===== config.mk =====
export PLATFORM = sky130hd
export DESIGN_NAME = rsv_fetch_buf
export DESIGN_NICKNAME = d
export VERILOG_FILES = /design/src/rtl/rsv_fetch_buf.sv
export SDC_FILE = /design/constraint.sdc
export NUM_CORES = 1
export LEC_CHECK = 0
export CAP_MARGIN = 20
export CORE_MARGIN = 2
export CORE_UTILIZATION = 45
export CTS_BUF_LIST = sky130_fd_sc_hd__clkbuf_2
export CTS_CLUSTER_DIAMETER = 80
export DETAILED_ROUTE_END_ITERATION = 12
export PLACE_DENSITY = 0.66
export SETUP_SLACK_MARGIN = 0.05
export SLEW_MARGIN = 20
export SYNTH_ARGS = -nofsm -noshare
export SYNTH_HDL_FRONTEND = slang
export SYNTH_SLANG_ARGS = --single-unit
export TNS_END_PERCENT = 30

===== constraint.sdc =====
create_clock -name clk -period 3.2 [get_ports clk]
set_input_delay 0.32 -clock clk [delete_from_list [all_inputs] [get_ports clk]]
set_output_delay 0.32 -clock clk [all_outputs]
set_load 0.05 [all_outputs]

===== src/rtl/rsv_fetch_buf.sv =====
// rsv_fetch_buf -- pipelined instruction fetch with a DEPTH-entry PC-tagged
// instruction buffer.
//
// Owns the fetch PC, issues word-aligned reads over a req/gnt/rvalid
// interface with up to DEPTH reads in flight, tags each returned word with
// its PC and queues it for decode (valid/ready).  A redirect flushes the
// buffer, restarts fetch at the new PC and discards in-flight responses.
//
// Ports:
//   clk, reset               clock, asynchronous active-high reset
//   redirect_i/redirect_pc_i flush and restart fetch (pc[1:0] ignored)
//   fetch_mem_req_o/addr_o   registered read request and its address
//   fetch_mem_gnt_i          memory accepts the request this cycle
//   mem_rvalid_i/rd_inst_i   in-order read response
//   inst_valid_o/inst_o/inst_pc_o  buffer head (instruction and PC read 0 when empty)
//   inst_ready_i             decode consumes the head
//   perf_starve_cnt_o        only with RSV_FETCH_PERF_EN: saturating count of
//                            cycles with decode ready but no instruction
module rsv_fetch_buf #(
    parameter int unsigned          XLEN     = 32,
    parameter int unsigned          DEPTH    = 4,
    parameter logic [XLEN-1:0]      RESET_PC = '0
) (
    input  logic            clk,
    input  logic            reset,
    input  logic            redirect_i,
    input  logic [XLEN-1:0] redirect_pc_i,
    output logic            fetch_mem_req_o,
    output logic [XLEN-1:0] fetch_mem_addr_o,
    input  logic            fetch_mem_gnt_i,
    input  logic            mem_rvalid_i,
    input  logic [31:0]     mem_rd_inst_i,
    output logic            inst_valid_o,
    output logic [31:0]     inst_o,
    output logic [XLEN-1:0] inst_pc_o,
    input  logic            inst_ready_i
`ifdef RSV_FETCH_PERF_EN
    ,
    output logic [31:0]     perf_starve_cnt_o
`endif
);

    localparam int unsigned AW = $clog2(DEPTH);
    localparam int unsigned CW = AW + 1;
    localparam logic [CW:0] DEPTH_W = (CW+1)'(DEPTH);

    typedef logic [AW-1:0] ptr_t;
    typedef logic [CW-1:0] cnt_t;

    logic [XLEN-1:0] pc_q, pc_d;
    logic            req_q, req_d;
    cnt_t            out_q, out_d;
    cnt_t            kill_q, kill_d;
    cnt_t            cnt_q, cnt_d;
    ptr_t            fifo_wr_q, fifo_rd_q;
    ptr_t            tag_wr_q, tag_rd_q;

    logic [31:0]     fifo_inst [DEPTH];
    logic [XLEN-1:0] fifo_pc   [DEPTH];
    logic [XLEN-1:0] tag_pc    [DEPTH];

    logic            accept, ret, keep, pop;
    logic [CW:0]     credit_sum;
    logic            unused_pc_lsbs;

    assign unused_pc_lsbs = ^redirect_pc_i[1:0];

    assign accept = req_q & fetch_mem_gnt_i;
    // A response with nothing outstanding is a leftover from before reset.
    assign ret    = mem_rvalid_i & (out_q != '0);
    assign keep   = ret & (kill_q == '0) & ~redirect_i;
    assign pop    = (cnt_q != '0) & inst_ready_i & ~redirect_i;

    always_comb begin
        out_d  = out_q + cnt_t'(accept) - cnt_t'(ret);
        kill_d = kill_q;
        cnt_d  = cnt_q + cnt_t'(keep) - cnt_t'(pop);
        pc_d   = pc_q;
        if (accept)
            pc_d = pc_q + XLEN'(4);
        if (ret && kill_q != '0)
            kill_d = kill_q - cnt_t'(1);
        if (redirect_i) begin
            // Everything still in flight after this cycle's grant/return is stale.
            kill_d = out_d;
            cnt_d  = '0;
            pc_d   = {redirect_pc_i[XLEN-1:2], 2'b00};
        end
        // Request is registered, so the credit check looks at next-cycle occupancy.
        credit_sum = {1'b0, cnt_d} + {1'b0, out_d};
        req_d      = credit_sum < DEPTH_W;
    end

    always_ff @(posedge clk or posedge reset) begin
        if (reset) begin
            pc_q      <= {RESET_PC[XLEN-1:2], 2'b00};
            req_q     <= 1'b0;
            out_q     <= '0;
            kill_q    <= '0;
            cnt_q     <= '0;
            fifo_wr_q <= '0;
            fifo_rd_q <= '0;
            tag_wr_q  <= '0;
            tag_rd_q  <= '0;
        end else begin
            pc_q   <= pc_d;
            req_q  <= req_d;
            out_q  <= out_d;
            kill_q <= kill_d;
            cnt_q  <= cnt_d;
            // Tag pointers advance on every grant and every return, stale or
            // not, so they stay aligned with the in-order response stream
            // across redirects without extra bookkeeping.
            if (accept)
                tag_wr_q <= tag_wr_q + ptr_t'(1);
            if (ret)
                tag_rd_q <= tag_rd_q + ptr_t'(1);
            if (redirect_i) begin
                fifo_wr_q <= '0;
                fifo_rd_q <= '0;
            end else begin
                if (keep)
                    fifo_wr_q <= fifo_wr_q + ptr_t'(1);
                if (pop)
                    fifo_rd_q <= fifo_rd_q + ptr_t'(1);
            end
        end
    end

    // Storage arrays carry no reset; emptiness is tracked by cnt_q.
    always_ff @(posedge clk) begin
        if (accept)
            tag_pc[tag_wr_q] <= pc_q;
        if (keep) begin
            fifo_inst[fifo_wr_q] <= mem_rd_inst_i;
            fifo_pc[fifo_wr_q]   <= tag_pc[tag_rd_q];
        end
    end

    assign fetch_mem_req_o  = req_q;
    assign fetch_mem_addr_o = pc_q;
    assign inst_valid_o     = (cnt_q != '0);
    assign inst_o           = inst_valid_o ? fifo_inst[fifo_rd_q] : '0;
    assign inst_pc_o        = inst_valid_o ? fifo_pc[fifo_rd_q]   : '0;

`ifdef RSV_FETCH_PERF_EN
    always_ff @(posedge clk or posedge reset) begin
        if (reset)
            perf_starve_cnt_o <= '0;
        else if (inst_ready_i && !inst_valid_o && perf_starve_cnt_o != '1)
            perf_starve_cnt_o <= perf_starve_cnt_o + 32'd1;
    end
`endif

endmodule

# Yosys cells after proc, flatten, opt, wreduce, memory -nomap -nowiden
# Memory sizes are Yosys's and may differ from the RTL's.
# Cells that the tools add are included.
# op_classes
n_reduce_logical	9
magnitude_cmp	1
bitwise	7
addsub	11
mux	15
# op_table
cell	n
2-to-1 mux 32 bit	4
adder 32 x 3 -> 32 bit (second input constant)	1
2-to-1 mux 3 bit	3
nonzero test 3 bit	3
adder 2 x 1 -> 2 bit (second input constant)	4
2-to-1 mux 2 bit	4
nonzero test 2 bit	4
adder 3 x 1 -> 3 bit	2
AND 1 bit	6
subtractor 3 x 1 -> 3 bit	2
adder 3 x 3 -> 4 bit	1
< comparator 4 x 3 -> 1 bit (second input constant)	1
2-to-1 mux 1 bit	4
zero test 3 bit	1
subtractor 3 x 1 -> 3 bit (second input constant)	1
logical AND 1 bit	1
NOT 1 bit	1
# word_totals
n_memories	3
mem_bits_rw	384
word_cells	55
regBits	50
output_inout_bits	98
# memory_table
name	depth	word_bits	rd	rd_ports_with_merged_regs	wr	line_no	text
fifo_inst	4	32	1	0	1	58	logic [31:0] fifo_inst [DEPTH];
fifo_pc	4	32	1	0	1	59	logic [XLEN-1:0] fifo_pc [DEPTH];
tag_pc	4	32	1	0	1	60	logic [XLEN-1:0] tag_pc [DEPTH];

# Longest topological paths before layout
# Gate-level depths: netlist (run 1).
# depth
word_depth	9
mapped_depth	14
ltp_nobuf	13

# Worst setup path before layout (run 1)
# Ideal clock, no wire load.
# synth_timing
path_kind	input-to-reg
from	in redirect_i
to	reg req_q, in the netlist fetch_mem_req_o
slack_ps	125
required_ps	3118
t_arrival_ps	2993
cell_stages	14
n_path_buf	3
cell_sequence	clkbuf_1 > buf_1 > clkbuf_1 > nor2_1 > ha_1 > inv_1 > ha_1 > inv_1 > fa_1 > xnor2_1 > nor2_1 > ha_1 > or3_1 > a31oi_1
# synth_via
elab_chain_cells	7
# synth_rtl
item	line_no	text
start, declared	26	input logic redirect_i,
NOT 1 bit	71, 72	
AND 1 bit	71	assign keep = ret & (kill_q == '0) & ~redirect_i;
adder 3 x 1 -> 3 bit	77	cnt_d = cnt_q + cnt_t'(keep) - cnt_t'(pop);
subtractor 3 x 1 -> 3 bit	77	
2-to-1 mux 3 bit (*)	83	if (redirect_i) begin
via cnt_d[2]	54	cnt_t cnt_q, cnt_d;
adder 3 x 3 -> 4 bit (*)	90	credit_sum = {1'b0, cnt_d} + {1'b0, out_d};
< comparator 4 x 3 -> 1 bit (*)	91	req_d = credit_sum < DEPTH_W;
via req_d	51	logic req_q, req_d;
end signal, assigned	107	req_q <= req_d;
end, declared	51	
# Mark *: on every way through the listed nets, which the timed path passes. The rest lies on a longest branch.
# A chain may end at the register's enable or synchronous reset.

# Final worst setup path (run 1)
# layout_timing
from	reg fifo_rd_q[0]
to	out inst_o[28]
# layout_via
elab_chain_cells	2
# layout_rtl
item	line_no	text
start, declared	55	ptr_t fifo_wr_q, fifo_rd_q;
start signal, assigned	125	fifo_rd_q <= fifo_rd_q + ptr_t'(1);
memory read (4 x 32 bit)	n/a	
2-to-1 mux 32 bit	143	assign inst_o = inst_valid_o ? fifo_inst[fifo_rd_q] : '0;
end, declared	34	output logic [31:0] inst_o,
# Every way passes these cells.

==> results.txt, run 1 <==
WHS Path Cells = 3
CP Class = flop to primary output
Syn_area_per_cell = 18.9 um^2
Clk sink count = 416
Synth cell count leaders = edfxtp_1 (368), mux4_2 (92), and2_1 (69), dfrtp_1 (48), nand2_1 (28)
Synthesized flop and latch total = 416
Die X = 196 um
Post-synthesis cell count = 874
Placed cell areas = 19000 um^2
Final setup TNS = 0 ns
Clk pin slew, worst setup/hold paths = 0.12 ns
Global route overflow = 0
Yosys warns = 0
Reg2reg end = fetch_mem_req_o
Worst path top cell family by delay = buffers and inverters
Main synth FF type = edfxtp_1
Total GRT Usage = 18.7%
Nets@finish = 1294
Synth unique cells = 43
Status = finished, final reports clean
Top-area cell type share of the netlist area = 66.8%
Reg2reg setup slack = 0.37 ns
Vias = 9271
Die height = 196 um
Dpl cells = 1494
Static Leak = 7.22 nW
Antenna-violating nets left = 0
Initial Util = 45.4%
CTS Buf Count = 103
Worst setup EP type = primary output
Top post-synthesis cells by area = edfxtp_1 (67%), mux4_2 (13%), dfrtp_1 (7.3%)
HP Start = redirect_i
Root Buffer = clkbuf_2
Cell taking the most area after synthesis = edfxtp_1
Ys async rst share = 11.5%
Slew HR = 44.8%
Number of enable flip-flop cells after synthesis = 368
Crit path time final = 3.12 ns
Number of fill cells = 2895
CP Data Arrival Time = 2.80 ns
Row count = 70
Largest net degree at the start of global routing = 65
Power Dens Cells = 801 nW/um^2
Syn Std Cell Area = 16500 um^2
Share of cells above drive strength 1 = 27.8%
Max VDD drop = 0.580 mV
Cell with the most instances after synthesis = edfxtp_1
Dpl hpwl = 19800 um
Total wire length = 35200 um
Worst skew pair latency = 0.97 ns
WHS Endpoint = fifo_wr_q[1]
Global-route wire length before repair = 54600 um
CTS tree = done
Fin. Hold Viols = 0
Critical Path RT = 2.88 ns
Period utilization = 97.7%
IO buf count = 161
Final setup fails = 0
Worst R2R Start = cnt_q[2]
CP Cell Sequence = buf_12 > mux4_2 > and2_1 > dlygate4sd2_1
Avg Vias per Cell = 5.29
Top-level port count = 168
Drt wl/cell = 20.1 um
Synth-to-Final Area Change = 24.7%
Pre-antenna DRT Iters = 5
Clk_skew = 0.0717 ns
Die area = 38300 um^2
RSZ-0062 raised after global routing = true
Worst path bufs/invs = 2
Worst Tran Pin Value = 0.829 ns
Sequential fraction of the synthesis area = 74.1%
HP Class = input pin to flop
Max-slew violation count = 0
H-tree depth = 3
Antenna violations before repair = 1
Worst Reg-to-Reg Cells = 13
MaxCap Viol Count = 0
Critical-path top delay cell = dfrtp_4
Cell Count, Final, Fillers Out = 1751
CP Max Fanout = 18
CP Launch Type = flop
Clock Tree Buf Depth = 3
CP max stage delay = 0.52 ns
Post-route cell area = 20600 um^2
# DRC = 0
Number of global-route vias before repair = 9751
CP startpoint = fifo_rd_q[0]
Max frequency = 320 MHz
Core area = 36400 um^2
Placer Congestion = 0.794
Detailed Route Iter0 Violations = 507
## kinds of logic (layout without fill, tap and decap cells)
family,Yosys count,in the layout,share of synthesized area (%)
DFF,416,416,74.1
and+or+nand+nor,198,198,6.75
muxes,94,94,12.7
buffers and inverters,64,469,1.60
AOI/OAI and AO/OA,59,59,2.17
xor gates and xnor gates,23,23,1.22
adders and majority gates,19,19,1.53
other,1,5,0.0227
## power breakdown
part / switching [mW] / internal [mW] / total (mW)
combinational: 3.67 / 2.37 / 6.04
sequential: 0.403 / 6.68 / 7.09
clock: 2.02 / 1.39 / 3.41
## state kept, by name (all words and copies together) (netlist names), 3 cells and up
signal,cells
fifo_inst,128
fifo_pc,120
tag_pc,120
fetch_mem_addr_o,30
cnt_q,3
kill_q,3
out_q,3
## worst max-delay path by stage
stage | to | slack, ns | cells after the start
after floorplan | fetch_mem_req_o | 0.13 | 14
after global placement | fetch_mem_req_o | 0.22 | 13
after detailed placement | fetch_mem_req_o | 0.17 | 13
after CTS | inst_o[21] | -0.13 | 4
after global routing | inst_o[27] | -0.1 | 4
final | inst_o[28] | 0.08 | 4
## cell usage in the layout (no fill, tap or decap), types with 3 or more instances in the layout
| cell type | count |
|---|---|
| a21oi_1 | 3 |
| a31oi_1 | 14 |
| and2_1 | 65 |
| and2_2 | 3 |
| and3_1 | 7 |
| and4_1 | 3 |
| buf_12 | 13 |
| buf_2 | 24 |
| buf_4 | 21 |
| buf_6 | 9 |
| clkbuf_2 | 147 |
| clkdlybuf4s15_2 | 15 |
| clkdlybuf4s50_1 | 98 |
| clkinv_1 | 28 |
| clkinv_2 | 4 |
| conb_1 | 4 |
| dfrtp_1 | 44 |
| dlygate4sd2_1 | 13 |
| dlygate4sd3_1 | 63 |
| edfxtp_1 | 368 |
| ha_1 | 17 |
| inv_1 | 19 |
| inv_2 | 4 |
| mux4_2 | 92 |
| nand2_1 | 27 |
| nand3_1 | 18 |
| nand4_1 | 11 |
| nor2_1 | 24 |
| nor2b_1 | 4 |
| nor3_1 | 5 |
| nor4_1 | 6 |
| o21ai_0 | 24 |
| o31ai_1 | 11 |
| or3_1 | 5 |
| or4_1 | 11 |
| xnor2_1 | 14 |
| xor2_1 | 9 |
## routing by layer
metal	routed length, um	track usage, %	up-vias
li1	-	-	4211
met1	15200	24.6	4673
met2	17000	30.5	336
met3	2410	5.05	51
met4	584	6.51	0
met5	0	0	-
## tightest hold or removal path, delay by kind of cell
family / cells / cell delay, ns
compound gates: 1 / 0.04
buf+inv: 2 / 0.69
## through the flow
step	setup slack [ns]	power [mW]	utilization, %	hold slack (ns)
final	0.0752	16.5	56.6	0.131
after floorplan	0.125	11.2	-	0.419
after global placement	0.216	13.1	52.0	0.535
after global routing	-0.0989	17.5	56.6	0.0607
after CTS	-0.133	16.6	56.4	0.0314
after detailed placement	0.173	13.2	52.0	0.541
## cell type report
cell class / count / area [um^2] / share of cell area [%]
repair buffers: 266 / 2720 / 13.2
inverters: 21 / 78.8 / 0.382
diodes: 1 / 2.50 / 0.0121
flip-flops and latches: 416 / 12300 / 59.4
clock buffers: 145 / 726 / 3.52
well taps: 468 / 586 / 2.84
clock inverters: 37 / 201 / 0.976
multi-input cells: 397 / 4060 / 19.7
## repair_timing
action                     in CTS  in global routing
setup endpoints to repair      63                 60
pin swaps                       0                  2
gates cloned                    2                  3
hold buffers                   63                  0
gates resized for setup       171                 83
hold endpoints to repair      201                  0
buffers inserted                3                  2
Note: power is estimated with default switching activity, not from simulation.
==> inputs of run 2 (changes only) <==
--- a/config.mk
+++ b/config.mk
@@ -13,7 +13,6 @@
 export DETAILED_ROUTE_END_ITERATION = 12
 export PLACE_DENSITY = 0.66
 export SETUP_SLACK_MARGIN = 0.05
-export SLEW_MARGIN = 20
 export SYNTH_ARGS = -nofsm -noshare
 export SYNTH_HDL_FRONTEND = slang
 export SYNTH_SLANG_ARGS = --single-unit
==> results.txt, run 2 (synthesized netlist as in run 1, its figures left out) <==
Status = finished, final reports clean
Largest net degree at the start of global routing = 65 (unchanged)
Largest register FFs = 128 (unchanged)
HP Class = input pin to flop
# DRC = 0 (unchanged)
Drt wl/cell = 20.1 um (-0.17%)
Top-level port count = 168 (unchanged)
Static Leak = 7.22 nW (unchanged)
Slew HR = 44.5% (-0.26 points)
Final setup fails = 0 (unchanged)
Worst hold margin = 0.129 ns (-0.00208 ns)
Max frequency = 320 MHz (about the same)
Worst skew pair latency = 0.97 ns (about the same)
Total wire length = 35100 um (-0.17%)
Dpl hpwl = 19800 um (unchanged)
Setup WS pre-CTS = 0.173 ns (unchanged)
Die height = 196 um (unchanged)
Critical-path top delay cell = mux4_2
Fin. Hold Viols = 0 (unchanged)
Pint = 10.4 mW (about the same)
MaxCap Viol Count = 0 (unchanged)
Largest registers = fifo_inst x128, fifo_pc x120, tag_pc x120
CP Max Fanout = 18 (unchanged)
Avg Vias per Cell = 5.27 (-0.42%)
Power Dens Cells = 801 nW/um^2 (about the same)
Synth-to-Final Area Change = 24.7% (unchanged)
Clk pin slew, worst setup/hold paths = 0.12 ns (about the same)
Clock share of power = 20.6% (about the same)
Detailed Route Iter0 Violations = 561 (+11%)
Root Buffer = clkbuf_2
IO buf count = 161 (unchanged)
Antenna violations before repair = 1 (unchanged)
Initial Util = 45.4% (unchanged)
Die X = 196 um (unchanged)
Row count = 70 (unchanged)
Antenna-violating nets left = 0 (unchanged)
Nets@finish = 1294 (unchanged)
Commonest non-fill, non-tap cell in the layout = edfxtp_1
Most frequent cells in the layout = edfxtp_1 (368), clkbuf_2 (147), clkdlybuf4s50_1 (98), mux4_2 (92), and2_1 (65)
CP Cell Sequence = buf_12 > mux4_2 > and2_1 > dlygate4sd2_1
Placer Congestion = 0.794 (unchanged)
RSZ-0062 raised after global routing = true
Clk sink count = 416 (unchanged)
Die area = 38300 um^2 (unchanged)
Setup WS post-layout = 0.0758 ns (+0.000576 ns)
Clock Tree Buf Depth = 3 (unchanged)
CP Class = flop to primary output
Worst Tran Pin Value = 0.833 ns (+0.00388 ns)
Power share of the sequential group = 42.9% (about the same)
Largest Register = fifo_inst
Global-route wire length before repair = 54600 um (unchanged)
Max VDD drop = 0.579 mV (-0.17%)
Share of cells above drive strength 1 = 27.8% (unchanged)
Period utilization = 97.6% (about the same)
Worst setup EP type = primary output
Switching Fraction = 36.9% (about the same)
CP Launch Type = flop
Vias = 9232 (-0.42%)
Critical Path RT = 2.88 ns (about the same)
Max-slew violation count = 0 (unchanged)
H-tree depth = 3 (unchanged)
CTS Buf Count = 103 (unchanged)
CTS tree = done
Logic pwr share = 36.5% (about the same)
Switching power = 6.09 mW (about the same)
CP max stage delay = 0.52 ns (about the same)
Global route overflow = 0 (unchanged)
Clk_skew = 0.0704 ns (-0.00131 ns)
Number of fill cells = 2897 (+0.069%)
Number of global-route vias before repair = 9751 (unchanged)
Crit path time final = 3.12 ns (-0.000576 ns)
Total GRT Usage = 18.7% (unchanged)
Pre-antenna DRT Iters = 5 (unchanged)
Core area = 36400 um^2 (unchanged)
CP Data Arrival Time = 2.80 ns (about the same)
-- run 2: layout make-up --
class | count | area [um^2] | area share [%]
sequential | 416 | 12300 | 59.4
multi-input combinational | 397 | 4060 | 19.7
timing repair buffer | 266 | 2720 | 13.2
clock buffer | 145 | 726 | 3.52
tap | 468 | 586 | 2.84
clock inverter | 37 | 201 | 0.976
inverter | 21 | 78.8 | 0.382
antenna | 1 | 2.50 | 0.0121
-- run 2: worst paths after layout --
path | from | endpoint | slack [ns] | cells past startpoint
max | fifo_rd_q[0] | inst_o[28] | 0.08 | 4
min | redirect_i | fifo_wr_q[1] | 0.13 | 3
max reg2reg | cnt_q[2] | fetch_mem_req_o | 0.37 | 13
min reg2reg | tag_wr_q[0] | tag_wr_q[0] | 0.57 | 1
max in group asynchronous | reset | out_q[2] | 2.38 | 5
min in group asynchronous | reset | fetch_mem_addr_o[5] | 0.16 | 3
-- run 2: repair_timing --
action                                 4_1_cts  5_1_grt
setup buffers                                3        2
hold buffers                                63        0
gates cloned                                 2        3
endpoints found under the hold margin      201        0
setup endpoints to repair                   63       60
gates resized for setup                    171       83
pin swaps                                    0        2
-- run 2: worst max-delay path: cells and delay by family (launching register included) --
family        cells  cell delay [ns]
mux               1             0.52
flops             1             0.51
buf+inv           2             0.62
simple gates      1             0.16
-- run 2: routing by layer --
metal  global-route usage (%)  wire, um  up-vias
li1                         -         -     4213
met5                        0         0        -
met1                     24.6     15300     4649
met3                     5.05      2380       50
met2                     30.5     16900      320
met4                     6.51       587        0
-- run 2: through the flow --
stage | std cells | util (%) | instance area (um^2) | setup TNS (ns) | power (mW)
2_1_floorplan | 877 | - | 16600 | 0 | 11.2
3_3_place_gp | 1494 | 52.0 | 19000 | 0 | 13.1
3_5_place_dp | 1494 | 52.0 | 19000 | 0 | 13.2
4_1_cts | 1744 | 56.4 | 20500 | -2.64 | 16.6
5_1_grt | 1751 | 56.6 | 20600 | -1.57 | 17.5
6_report | 1751 | 56.6 | 20600 | 0 | 16.5
-- run 2: power by group through the flow --
stage | combinational [mW] | sequential (mW) | clock, mW
final | 6.03 | 7.08 | 3.41
after CTS | 5.98 | 7.09 | 3.56
after floorplan | 4.00 | 7.15 | 0
after detailed placement | 6.00 | 7.20 | 0
after global placement | 5.95 | 7.18 | 0
after global routing | 6.49 | 7.15 | 3.85
==> inputs of run 3 (changes only) <==
--- a/config.mk
+++ b/config.mk
@@ -5,13 +5,14 @@
 export SDC_FILE = /design/constraint.sdc
 export NUM_CORES = 1
 export LEC_CHECK = 0
+export ABC_AREA = 1
 export CAP_MARGIN = 20
 export CORE_MARGIN = 2
 export CORE_UTILIZATION = 45
 export CTS_BUF_LIST = sky130_fd_sc_hd__clkbuf_2
 export CTS_CLUSTER_DIAMETER = 80
 export DETAILED_ROUTE_END_ITERATION = 12
-export PLACE_DENSITY = 0.66
+export PLACE_DENSITY = 0.65
 export SETUP_SLACK_MARGIN = 0.05
 export SYNTH_ARGS = -nofsm -noshare
 export SYNTH_HDL_FRONTEND = slang
==> results.txt, run 3 <==
Status = finished, final reports clean
Top-area cell type share of the netlist area = 64.1% (-2.7 points)
Critical-path top delay cell = dfrtp_4
Max frequency = 341 MHz (+6.5%)
Initial Util = 45.8% (+0.39 points)
Worst Reg-to-Reg Cells = 16 (+3)
CP Data Arrival Time = 2.61 ns (-0.19 ns)
# DRC = 0 (unchanged)
Worst R2R Start = cnt_q[1]
Die height = 200 um (+2.1%)
WHS Endpoint = fetch_mem_addr_o[29]
CTS Buf Count = 102 (-0.97%)
Fin. Hold Viols = 0 (unchanged)
Post-synthesis cell count = 1503 (+72%)
HP Class = input pin to flop
Final setup TNS = 0 ns (unchanged)
Sequential fraction of the synthesis area = 71.0% (-3.0 points)
CP max stage delay = 0.55 ns (+0.03 ns)
Static Leak = 7.82 nW (+8.3%)
Commonest non-fill, non-tap cell in the layout = edfxtp_1
Power Dens Cells = 837 nW/um^2 (+4.5%)
Die area = 39900 um^2 (+4.2%)
Antenna violations before repair = 1 (unchanged)
Root Buffer = clkbuf_2
Worst Tran Pin Value = 0.528 ns (-0.305 ns)
Share of cells above drive strength 1 = 15.3% (-13 points)
Worst setup EP type = primary output
IO buf count = 161 (unchanged)
CP Launch Type = flop
Clk sink count = 416 (unchanged)
Die X = 200 um (+2.1%)
Worst skew pair latency = 0.94 ns (-0.03 ns)
Global-route wire length before repair = 63000 um (+15%)
Clk_skew = 0.0627 ns (-0.00770 ns)
Synth cell count leaders = edfxtp_1 (368), nor2_1 (360), o21ai_0 (203), nand2_1 (150), inv_1 (76)
CP Class = flop to primary output
Cell taking the most area after synthesis = edfxtp_1
Detailed Route Iter0 Violations = 600 (+7.0%)
Crit path time final = 2.93 ns (-0.191 ns)
Vias = 11995 (+30%)
Slew HR = 64.7% (+20 points)
Synth-to-Final Area Change = 21.6%
Clk pin slew, worst setup/hold paths = 0.11 ns (about the same)
Top post-synthesis cells by area = edfxtp_1 (64%), nor2_1 (7.8%), dfrtp_1 (7.0%)
Final setup fails = 0 (unchanged)
Worst path bufs/invs = 3 (+1)
Row count = 71 (+1.4%)
Reg2reg end = fetch_mem_req_o
Largest register FFs = 128 (unchanged)
Post-route cell area = 21000 um^2 (+1.7%)
Global route overflow = 0 (unchanged)
Top-level port count = 168 (unchanged)
Placed cell areas = 19400 um^2 (+2.2%)
Drt wl/cell = 17.0 um (-15%)
CP Max Fanout = 48 (+30)
Number of global-route vias before repair = 12049 (+24%)
Setup WS post-layout = 0.267 ns (+0.191 ns)
Main synth FF type = edfxtp_1
Avg Vias per Cell = 5.04 (-4.4%)
Final Power = 17.6 mW (+6.2%)
Clock Tree Buf Depth = 3 (unchanged)
Number of enable flip-flop cells after synthesis = 368 (unchanged)
RSZ-0062 raised after global routing = true
Antenna-violating nets left = 0 (unchanged)
Core area = 37700 um^2 (+3.4%)
Total wire length = 40400 um (+15%)
Largest net degree at the start of global routing = 64 (-1.5%)
Worst hold margin = 0.103 ns (-0.0259 ns)
Largest registers = fifo_inst x128, fifo_pc x120, tag_pc x120
WHS Path Cells = 5 (+2)
Syn Std Cell Area = 17200 um^2 (+4.3%)
CTS tree = done
Cell with the most instances after synthesis = edfxtp_1
Dpl hpwl = 23200 um (+17%)
Cell Count, Final, Fillers Out = 2379 (+36%)
H-tree depth = 3 (unchanged)
HP Start = redirect_pc_i[29]
Dpl cells = 2131 (+43%)
Syn_area_per_cell = 11.5 um^2 (-39%)
CP Cell Sequence = clkinv_4 > buf_12 > o21ai_0 > a21oi_1 > buf_4
Max VDD drop = 0.602 mV (+4.0%)
Period utilization = 91.7% (-6.0 points)
Most frequent cells in the layout = edfxtp_1 (368), nor2_1 (352), o21ai_0 (203), nand2_1 (150), clkbuf_2 (147)
Util after Layout = 55.7% (-0.94 points)
MaxCap Viol Count = 0 (unchanged)
Placer Congestion = 0.797 (+0.37%)
Critical Path RT = 2.88 ns (about the same)
Ys async rst share = 11.5% (unchanged)
Max-slew violation count = 0 (unchanged)
Synth unique cells = 36 (-16%)
Worst path top cell family by delay = buffers and inverters
Pre-antenna DRT Iters = 5 (unchanged)
Total GRT Usage = 20.6% (+1.9 points)
Synthesized flop and latch total = 416 (unchanged)
Reg2reg setup slack = 0.29 ns (-0.08 ns)
Yosys warns = 0 (unchanged)
Setup WS pre-CTS = 0.0708 ns (-0.102 ns)
Nets@finish = 1878 (+45%)
Largest Register = fifo_inst
-- run 3: cell types whose count changed after synthesis, moves of 30 or more --
cell	previous run	this run
a21oi_1	3	68
o21ai_0	24	203
nand3_1	18	49
and2_1	69	1
nor2_1	24	360
nand2_1	28	150
o22ai_1	0	30
inv_1	20	76
mux4_2	92	0
-- run 3: worst max path at each step --
stage            startpoint  slack [ns]               to  depth (start not counted)
2_1_floorplan     kill_q[0]       -0.88  fifo_inst[0][0]                          6
6_report       fifo_rd_q[0]        0.27    inst_pc_o[16]                          5
3_3_place_gp   inst_ready_i        0.11  fetch_mem_req_o                         15
4_1_cts        fifo_rd_q[1]        0.09    inst_pc_o[16]                          6
5_1_grt            cnt_q[1]        0.05  fetch_mem_req_o                         16
3_5_place_dp   inst_ready_i        0.07  fetch_mem_req_o                         15
-- run 3: report_power, final --
part	internal (mW)	total [mW]	switching [mW]
Sequential	6.86	7.24	0.378
Clock	1.32	3.36	2.03
Combinational	1.93	6.97	5.04
Total	10.1	17.6	7.45
-- run 3: layout make-up --
| cell class | count | area, um^2 |
|---|---|---|
| inverters | 80 | 305 |
| flip-flops and latches | 416 | 12300 |
| diodes | 1 | 2.50 |
| multi-input cells | 932 | 4390 |
| clock inverters | 35 | 179 |
| repair buffers | 257 | 2460 |
| clock buffers | 147 | 736 |
| well taps | 511 | 639 |
| fillers | 3316 | 16700 |
-- run 3: tightest hold or removal path: stages --
cell and delay, ns:
clkdlybuf4s50_1 0.41, nand2_1 0.09, o21ai_0 0.08, inv_1 0.06, nand2_1 0.04
-- run 3: timing repair --
| item | 4_1_cts | 5_1_grt |
|---|---|---|
| resized for setup | 7 | 0 |
| buffers inserted | 1 | 2 |
| hold buffers | 61 | 0 |
| endpoints found under the setup margin | 61 | 4 |
| cloned | 1 | 0 |
| hold endpoints to repair | 167 | 0 |
-- run 3: cells by family after synthesis --
group / share of synthesized area [%]
compound gates: 9.66
xor+xnor: 0.508
fa+ha+maj: 1.47
buf+inv: 3.87
flops: 71.0
other cells: 0.0217
simple gates: 13.4
-- run 3: routing by layer --
layer  up-vias  GRT usage [%]  routed length (um)
met1      5663           25.4               17200
li1       5846              -                   -
met5         -              0                   0
met3        67           5.07                2870
met4         0           8.86                 936
met2       419           34.8               19400
